## config.mk

```make
export PLATFORM = sky130hd
export DESIGN_NAME = qtr_sense
export DESIGN_NICKNAME = d
export VERILOG_FILES = /design/src/rtl/qtr_sense_pkg.sv /design/src/rtl/qtr_sense_us_tick_gen.sv /design/src/rtl/qtr_sense.sv
export SDC_FILE = /design/constraint.sdc
export NUM_CORES = 1
export LEC_CHECK = 0
export ABC_AREA = 0
export CAP_MARGIN = 20
export CORE_UTILIZATION = 40
export CTS_CLUSTER_SIZE = 8
export DETAILED_ROUTE_END_ITERATION = 8
export HOLD_SLACK_MARGIN = 0.02
export SLEW_MARGIN = 20
export SYNTH_ARGS = -nofsm -noshare
export SYNTH_HDL_FRONTEND = slang
export SYNTH_SLANG_ARGS = --single-unit
```

## constraint.sdc

```tcl
create_clock -name clk -period 5.2 [get_ports clk]
set_input_delay 1.04 -clock clk [delete_from_list [all_inputs] [get_ports clk]]
set_output_delay 1.04 -clock clk [all_outputs]
set_load 0.01 [all_outputs]
```

## src/rtl/qtr_sense_pkg.sv

```systemverilog
// qtr_sense_pkg: shared state encodings and result constants for the QTR sensor timing engine
// No ports; imported by qtr_sense.
package qtr_sense_pkg;
    typedef enum logic [1:0] {
        IDLE    = 2'd0,
        CHARGE  = 2'd1,
        MEASURE = 2'd2,
        DONE    = 2'd3
    } state_t;
    localparam int VALUE_W = 8;
    localparam logic [VALUE_W-1:0] TICKS_SAT = 8'd255;
endpackage

```

## src/rtl/qtr_sense_us_tick_gen.sv

```systemverilog
// us_tick_gen: period prescaler emitting a one-cycle tick every PERIOD enabled clocks
// Ports: clk, reset_n (async active-low), clr (sync clear), en (count enable), tick (wrap pulse).
module us_tick_gen #(
    parameter int PERIOD = 10
) (
    input  logic clk,
    input  logic reset_n,
    input  logic clr,
    input  logic en,
    output logic tick
);
    localparam int W = $clog2(PERIOD + 1);
    logic [W-1:0] cnt;
    assign tick = en && cnt == W'(PERIOD - 1);
    always_ff @(posedge clk or negedge reset_n) begin
        if (!reset_n) cnt <= '0;
        else if (clr || tick) cnt <= '0;
        else if (en) cnt <= cnt + 1'b1;
    end
endmodule

```

## src/rtl/qtr_sense.sv

```systemverilog
// qtr_sense: charges a QTR-1RC node, times its decay in TICK_US units, returns a saturating 8-bit value
// Ports: clk, reset_n (async active-low), en (start request), value/valid (result and update strobe),
//        busy (not idle), qtr_out_en/qtr_out_sig (pad drive), qtr_in_sig (async pin readback),
//        qtr_ctrl (IR emitter enable).
module qtr_sense import qtr_sense_pkg::*; #(
    parameter int CLK_FREQUENCY = 60_000_000,
    parameter int CHARGE_US     = 10,
    parameter int TICK_US       = 10,
    parameter int SETTLE_CYCLES = 4
) (
    input  logic               clk,
    input  logic               reset_n,
    input  logic               en,
    output logic [VALUE_W-1:0] value,
    output logic               valid,
    output logic               busy,
    output logic               qtr_out_en,
    output logic               qtr_out_sig,
    input  logic               qtr_in_sig,
    output logic               qtr_ctrl
);
    // Scale via 100 kHz units so any legal clock divides exactly.
    localparam int CHARGE_CYCLES = CLK_FREQUENCY / 100_000 * CHARGE_US / 10;
    localparam int TICK_CYCLES   = CLK_FREQUENCY / 100_000 * TICK_US / 10;
    localparam int CW = $clog2((CHARGE_CYCLES > SETTLE_CYCLES ? CHARGE_CYCLES : SETTLE_CYCLES) + 1);
    state_t state, state_nxt;
    logic [1:0] sync;
    logic in_s, ready, tick, charge_done, settled;
    logic [CW-1:0] cnt;
    logic [VALUE_W-1:0] ticks;
    assign in_s = sync[1];
    assign charge_done = cnt == CW'(CHARGE_CYCLES - 1);
    assign settled = cnt >= CW'(SETTLE_CYCLES);
    // Synchroniser resets high so a stale low cannot end the first measurement.
    always_ff @(posedge clk or negedge reset_n) begin
        if (!reset_n) sync <= 2'b11;
        else sync <= {sync[0], qtr_in_sig};
    end
    always_ff @(posedge clk or negedge reset_n) begin
        if (!reset_n) state <= IDLE;
        else state <= state_nxt;
    end
    always_comb begin
        state_nxt   = state;
        busy        = 1'b1;
        qtr_ctrl    = 1'b0;
        qtr_out_en  = 1'b0;
        qtr_out_sig = 1'b0;
        case (state)
            IDLE: begin
                busy = 1'b0;
                if (en && ready) state_nxt = CHARGE;
            end
            CHARGE: begin
                qtr_ctrl    = 1'b1;
                qtr_out_en  = 1'b1;
                qtr_out_sig = 1'b1;
                if (charge_done) state_nxt = MEASURE;
            end
            MEASURE: begin
                qtr_ctrl = 1'b1;
                if (settled && (!in_s || ticks == TICKS_SAT)) state_nxt = DONE;
            end
            default: state_nxt = IDLE;
        endcase
    end
    us_tick_gen #(.PERIOD(TICK_CYCLES)) u_tick (
        .clk     (clk),
        .reset_n (reset_n),
        .clr     (state != MEASURE),
        .en      (state == MEASURE),
        .tick    (tick)
    );
    // ready delays the first accepted en to the second edge after reset release.
    // cnt counts CHARGE clocks, then saturates at SETTLE_CYCLES in MEASURE.
    always_ff @(posedge clk or negedge reset_n) begin
        if (!reset_n) begin
            ready <= 1'b0;
            cnt   <= '0;
            ticks <= '0;
            value <= '0;
            valid <= 1'b0;
        end else begin
            ready <= 1'b1;
            valid <= state == DONE;
            if (state == DONE) value <= ticks;
            if (state == IDLE || state_nxt != state) cnt <= '0;
            else if (state == CHARGE || !settled) cnt <= cnt + 1'b1;
            if (state == IDLE) ticks <= '0;
            else if (tick && ticks != TICKS_SAT) ticks <= ticks + 1'b1;
        end
    end
endmodule

```

== Word-level counts from Yosys, hierarchy flattened ==
Index checks and enable logic that the tools add are counted.

* Mux-type cells: 13
* Magnitude comparators: 1
* Equality and inequality tests: 9
* Reductions and logical operators: 15
* $add $sub $neg: 3

{| class="wikitable"
|+ Operator list
! cell !! count
|-
| $mux W10 || 4
|-
| $add A10 B1 Y10 const B || 2
|-
| $eq A10 B10 Y1 const B || 2
|-
| $mux W8 || 2
|-
| $ge A10 B3 Y1 const B || 1
|-
| $add A8 B1 Y8 const B || 1
|-
| $eq A8 B8 Y1 const B || 1
|-
| $ne A8 B8 Y1 const B || 1
|-
| $mux W2 || 3
|-
| $pmux W2 S3 || 1
|-
| $reduce_bool A2 Y1 || 3
|-
| $eq A2 B2 Y1 const B || 2
|-
| $logic_and A1 B1 Y1 || 4
|-
| $logic_or A1 B1 Y1 || 4
|-
| $mux W1 || 3
|-
| $eq A2 B1 Y1 const B || 1
|-
| $logic_not A1 Y1 || 2
|-
| $logic_not A2 Y1 || 1
|-
| $ne A2 B2 Y1 || 1
|-
| $ne A2 B2 Y1 const B || 1
|-
| $reduce_or A2 Y1 || 1
|}

* Register bits: 42
* Word-level logic and storage cells: 49
* Input port bits: 4
* Output and inout port bits: 13

== Depth between registers and ports, before layout ==
* Word-level depth: 8
* Depth in mapped cells: 7
* Depth with buffers taken out: 6

== Modules after synthesis ==
A second synthesis with hierarchy kept.

* Cell total of the unflattened synthesis: 204
* Area, all modules: 2233.4 um^2

{| class="wikitable"
|+ By module, submodules not included
! module !! area each (um^2) !! cells an instance !! instances !! sequential area each (um^2)
|-
| qtr_sense || 1686.6 || 151 || 1 || 803.3
|-
| us_tick_gen || 546.8 || 53 || 1 || 250.2
|}

== Least setup slack after synthesis ==
Ideal clock, no wire load.

* Path kind: reg2out
* From: register state[1]
* To: output port qtr_out_sig
* Data required time: 4.160 ns
* Data arrival time: 1.010 ns
* Path buffers: 1
* Slack: 3.150 ns
* Cell stages (with the launch flop): 4
* Cells stage by stage: dfrtp_1 > inv_1 > ha_1 > buf_4

* Longest elaborated chain between the ends: 2

{| class="wikitable"
|+ RTL lines
! what !! line !! RTL
|-
| start, declared || qtr_sense.sv:26 || <nowiki>state_t state, state_nxt;</nowiki>
|-
| start signal, assigned || qtr_sense.sv:41 || <nowiki>else state <= state_nxt;</nowiki>
|-
| $eq A2 B1 Y1 || - ||
|-
| $mux W1 || - ||
|-
| end, declared || qtr_sense.sv:18 || <nowiki>output logic qtr_out_sig,</nowiki>
|}

No other way between the ends.

== Worst setup path after layout ==
* From: register state[0]
* To: output port busy

* Longest elaborated chain between the ends: 2

{| class="wikitable"
|+ RTL lines
! what !! line !! RTL
|-
| $logic_not A2 Y1 || qtr_sense.sv:49 || <nowiki>case (state)</nowiki>
|-
| $mux W1 || qtr_sense.sv:49 ||
|-
| end, declared || qtr_sense.sv:16 || <nowiki>output logic busy,</nowiki>
|}

No other way between the ends.

==> impl_metrics.tcl <==
set metrics [dict create \
    tightest_slew_ps 940.2 \
    grt_use_total_pct 16.53 \
    place.gp.congestion 0.7439 \
    finalPower_mw 0.7504 \
    async_reset_ff_share_pct 100.0 \
    rrSetupSlack_ps 2820 \
    power_leakage_nw 1.043 \
    drt-total-wl_mm 4.180 \
    dp.cells 278 \
    grt_pass1_vias 1464 \
    dieHeight_microns 75.73 \
    finalCritPeriodShare_pct 59.62 \
    die-area_sq_um 5735 \
    cts.sinks 42 \
    fin_area_sq_um 2464 \
    cts_setup_buffers 0 \
    syn_nets 211 \
    fp-row-count 26 \
    stdcell_count 286 \
    cp.required_ps 4160 \
    setup.worst_path.start "state[0]$_DFF_PN0_" \
    post_cts_resized 0 \
    cts_hold_buf 0 \
    synth_area_sq_um 2175 \
    slew_headroom_pct 37.32 \
    cp-start-kind "flip-flop" \
    rsz0062_at_grt "false" \
    grt_overflow_total 0 \
    n_antenna_cell 0 \
    clock_path_buffers 2 \
    syn_inst 199 \
    dp_hpwl_mm 2.796 \
    power.internal_mw 0.5181 \
    cap_viol_max_count 0 \
    clk_latency_ps 290 \
    nets 227 \
    reg2regPathDepth 4 \
    power_frac_comb_pct 24.7 \
    clkPwrFrac_pct 28.8 \
    cp_max_fo 15 \
    critical_path_class "reg -> out" \
    cts_tree "yes" \
    grt_max_degree 43 \
    switching_share_pct 30.96 \
    placed_area_sq_um 2374 \
    ys_seq_area_share_pct 48.45 \
    io_pins 17 \
    via_count 1563 \
    period_minus_slack_ps 3100 \
    min_path_cells 0 \
    via_per_inst 5.465 \
    coreArea_sq_um 5172 \
    min_from "sync[0]$_DFF_PN1_" \
    port_buffers 16 \
    max-vdd-ir-drop_mv 0.2213 \
    antenna_found_initial 0 \
    areaGrowthSynthToFinish_pct 13.29 \
    cts_inserted_buffers 5 \
    wl_per_cell_microns 14.62 \
    tns_ps 0 \
    status "finished, final reports clean" \
    hp-class "reg -> reg" \
    die_w_microns 75.73 \
    htree_levels 2 \
    seqPwrFrac_pct 46.5 \
    final_antenna_net_count 0 \
    p_per_area_nw_per_um2 304.6 \
    route.detailed.drc 0 \
    grt_pass1_wl_mm 6.989 \
    yosysWarnings 0 \
    setup_viol 0 \
    end_kind "primary output" \
    slew_violations 0 \
    synth-main-ff-cell "dfrtp_1" \
    synth.distinct_cells 49 \
    arrival_ps 2060 \
    reg2reg_from "state[1]$_DFF_PN0_" \
    synth-seq-cells 42 \
    root_buffer "clkbuf_8" \
    clk_pin_slew_ps 70 \
    switching_power_mw 0.2323 \
    drtIter0Drc 85 \
    hold_viol_final 0 \
    max_freq_mhz 322.6 \
    initial_core_util_pct 42.04 \
    synth.avg_cell_area_sq_um 10.93 \
    synth-edff-count 0 \
    worstHoldEndpoint "sync[1]$_DFF_PN1_" \
    r2r_end "cnt[5]$_DFFE_PN0P_" \
    drtPass1Iterations 4 \
    finClkSkew_ps 10.63 \
    layout-drive-gt1-share_pct 13.43 \
]
## metrics by stage
step           setup WS [ps]  utilization, %  hold WS (ps)
6_report                2100           47.63         357.9
5_1_grt                 1979           47.63         366.4
3_3_place_gp            2449           45.74         346.4
2_1_floorplan           3150               -         345.2
3_5_place_dp            2431           45.89         350.4
4_1_cts                 2101           47.63         361.7
## power groups by stage
stage                     registers (mW)  logic (mW)  clock network, mW
after floorplan                    0.354       0.133                  0
final                              0.349       0.185              0.216
after CTS                          0.349       0.186              0.223
after detailed placement           0.356       0.184                  0
after global routing               0.351       0.206              0.238
after global placement             0.356       0.185                  0
## worst max-delay path: stages (launching register included)
cell             delay, ps
dfrtp_1                460
inv_1                  130
ha_1                   480
inv_1                  180
clkdlybuf4s50_1        520
## final cells by class
class | count | area (sq um)
fillers | 465 | 2709
flip-flops and latches | 42 | 1054
multi-input cells | 141 | 1040
repair buffers | 17 | 162.7
clock buffers | 8 | 90.09
well taps | 70 | 87.58
inverters | 8 | 30.03
## per-layer routing
metal,up-vias,track usage (%),wire length [microns]
li1,759,-,-
met1,770,23.25,2083
met2,27,25.30,1915
met3,7,3.175,119
met4,0,6.173,62
met5,-,0,0
## worst max-delay path by stage
| stage | endpoint | slack (ps) | cells after the start |
|---|---|---|---|
| 3_3_place_gp | busy | 2450 | 4 |
| 5_1_grt | busy | 1980 | 4 |
| 4_1_cts | busy | 2100 | 4 |
| 6_report | busy | 2100 | 4 |
| 3_5_place_dp | busy | 2430 | 4 |
| 2_1_floorplan | qtr_out_sig | 3150 | 3 |
## cells in the mapped netlist (all sizes together) (2+ instances only)
library cell | instances | area, sq um
o311ai | 2 | 17.52
a211oi | 10 | 75.07
o31ai | 2 | 15.01
and3 | 7 | 45.05
o41ai | 2 | 17.52
nor2b | 2 | 12.51
ha | 8 | 100.1
nor3b | 2 | 20.02
inv | 8 | 30.03
a21oi | 6 | 30.03
nand4 | 5 | 37.53
and4 | 5 | 48.80
buf | 6 | 43.79
nor3 | 4 | 20.02
dfstp | 2 | 52.55
nand3 | 10 | 50.05
xnor2 | 8 | 70.07
o21ai | 5 | 25.02
or2 | 2 | 12.51
mux2 | 10 | 112.6
clkbuf | 2 | 7.510
nor4 | 5 | 46.29
nor2 | 14 | 52.55
xor2 | 8 | 70.07
or3 | 2 | 12.51
dfrtp | 40 | 1001
or4 | 2 | 15.01
nand2 | 7 | 26.28
## layout by cell type, fill, tap and decap left out, types with 7 or more instances in the layout
| master | n |
|---|---|
| xnor2_1 | 8 |
| mux2_2 | 10 |
| clkdlybuf4s50_1 | 15 |
| nor2_1 | 14 |
| nand3_1 | 10 |
| xor2_1 | 8 |
| a211oi_1 | 10 |
| nand2_1 | 7 |
| dfrtp_1 | 40 |
| ha_1 | 8 |
| inv_1 | 8 |
## cell families (layout without fill, tap and decap cells)
family | count (synthesis) | after routing | share of synthesized area [%]
adder cells (fa/ha/maj) | 8 | 8 | 4.603
XOR/XNOR | 16 | 16 | 6.444
AND/OR/NAND/NOR | 70 | 70 | 19.56
other | 1 | 1 | 0.1724
multiplexers | 11 | 11 | 5.639
flip-flops | 42 | 42 | 48.45
buffers and inverters | 16 | 33 | 3.740
AO/OA/AOI/OAI | 35 | 35 | 11.39
## flip-flops by register name, indices dropped and copies added (netlist names)
register / count
cnt: 10
ready: 1
state: 2
sync: 2
ticks: 8
u_tick.cnt: 10
valid: 1
value: 8
Power figures use the tool's default switching activity.
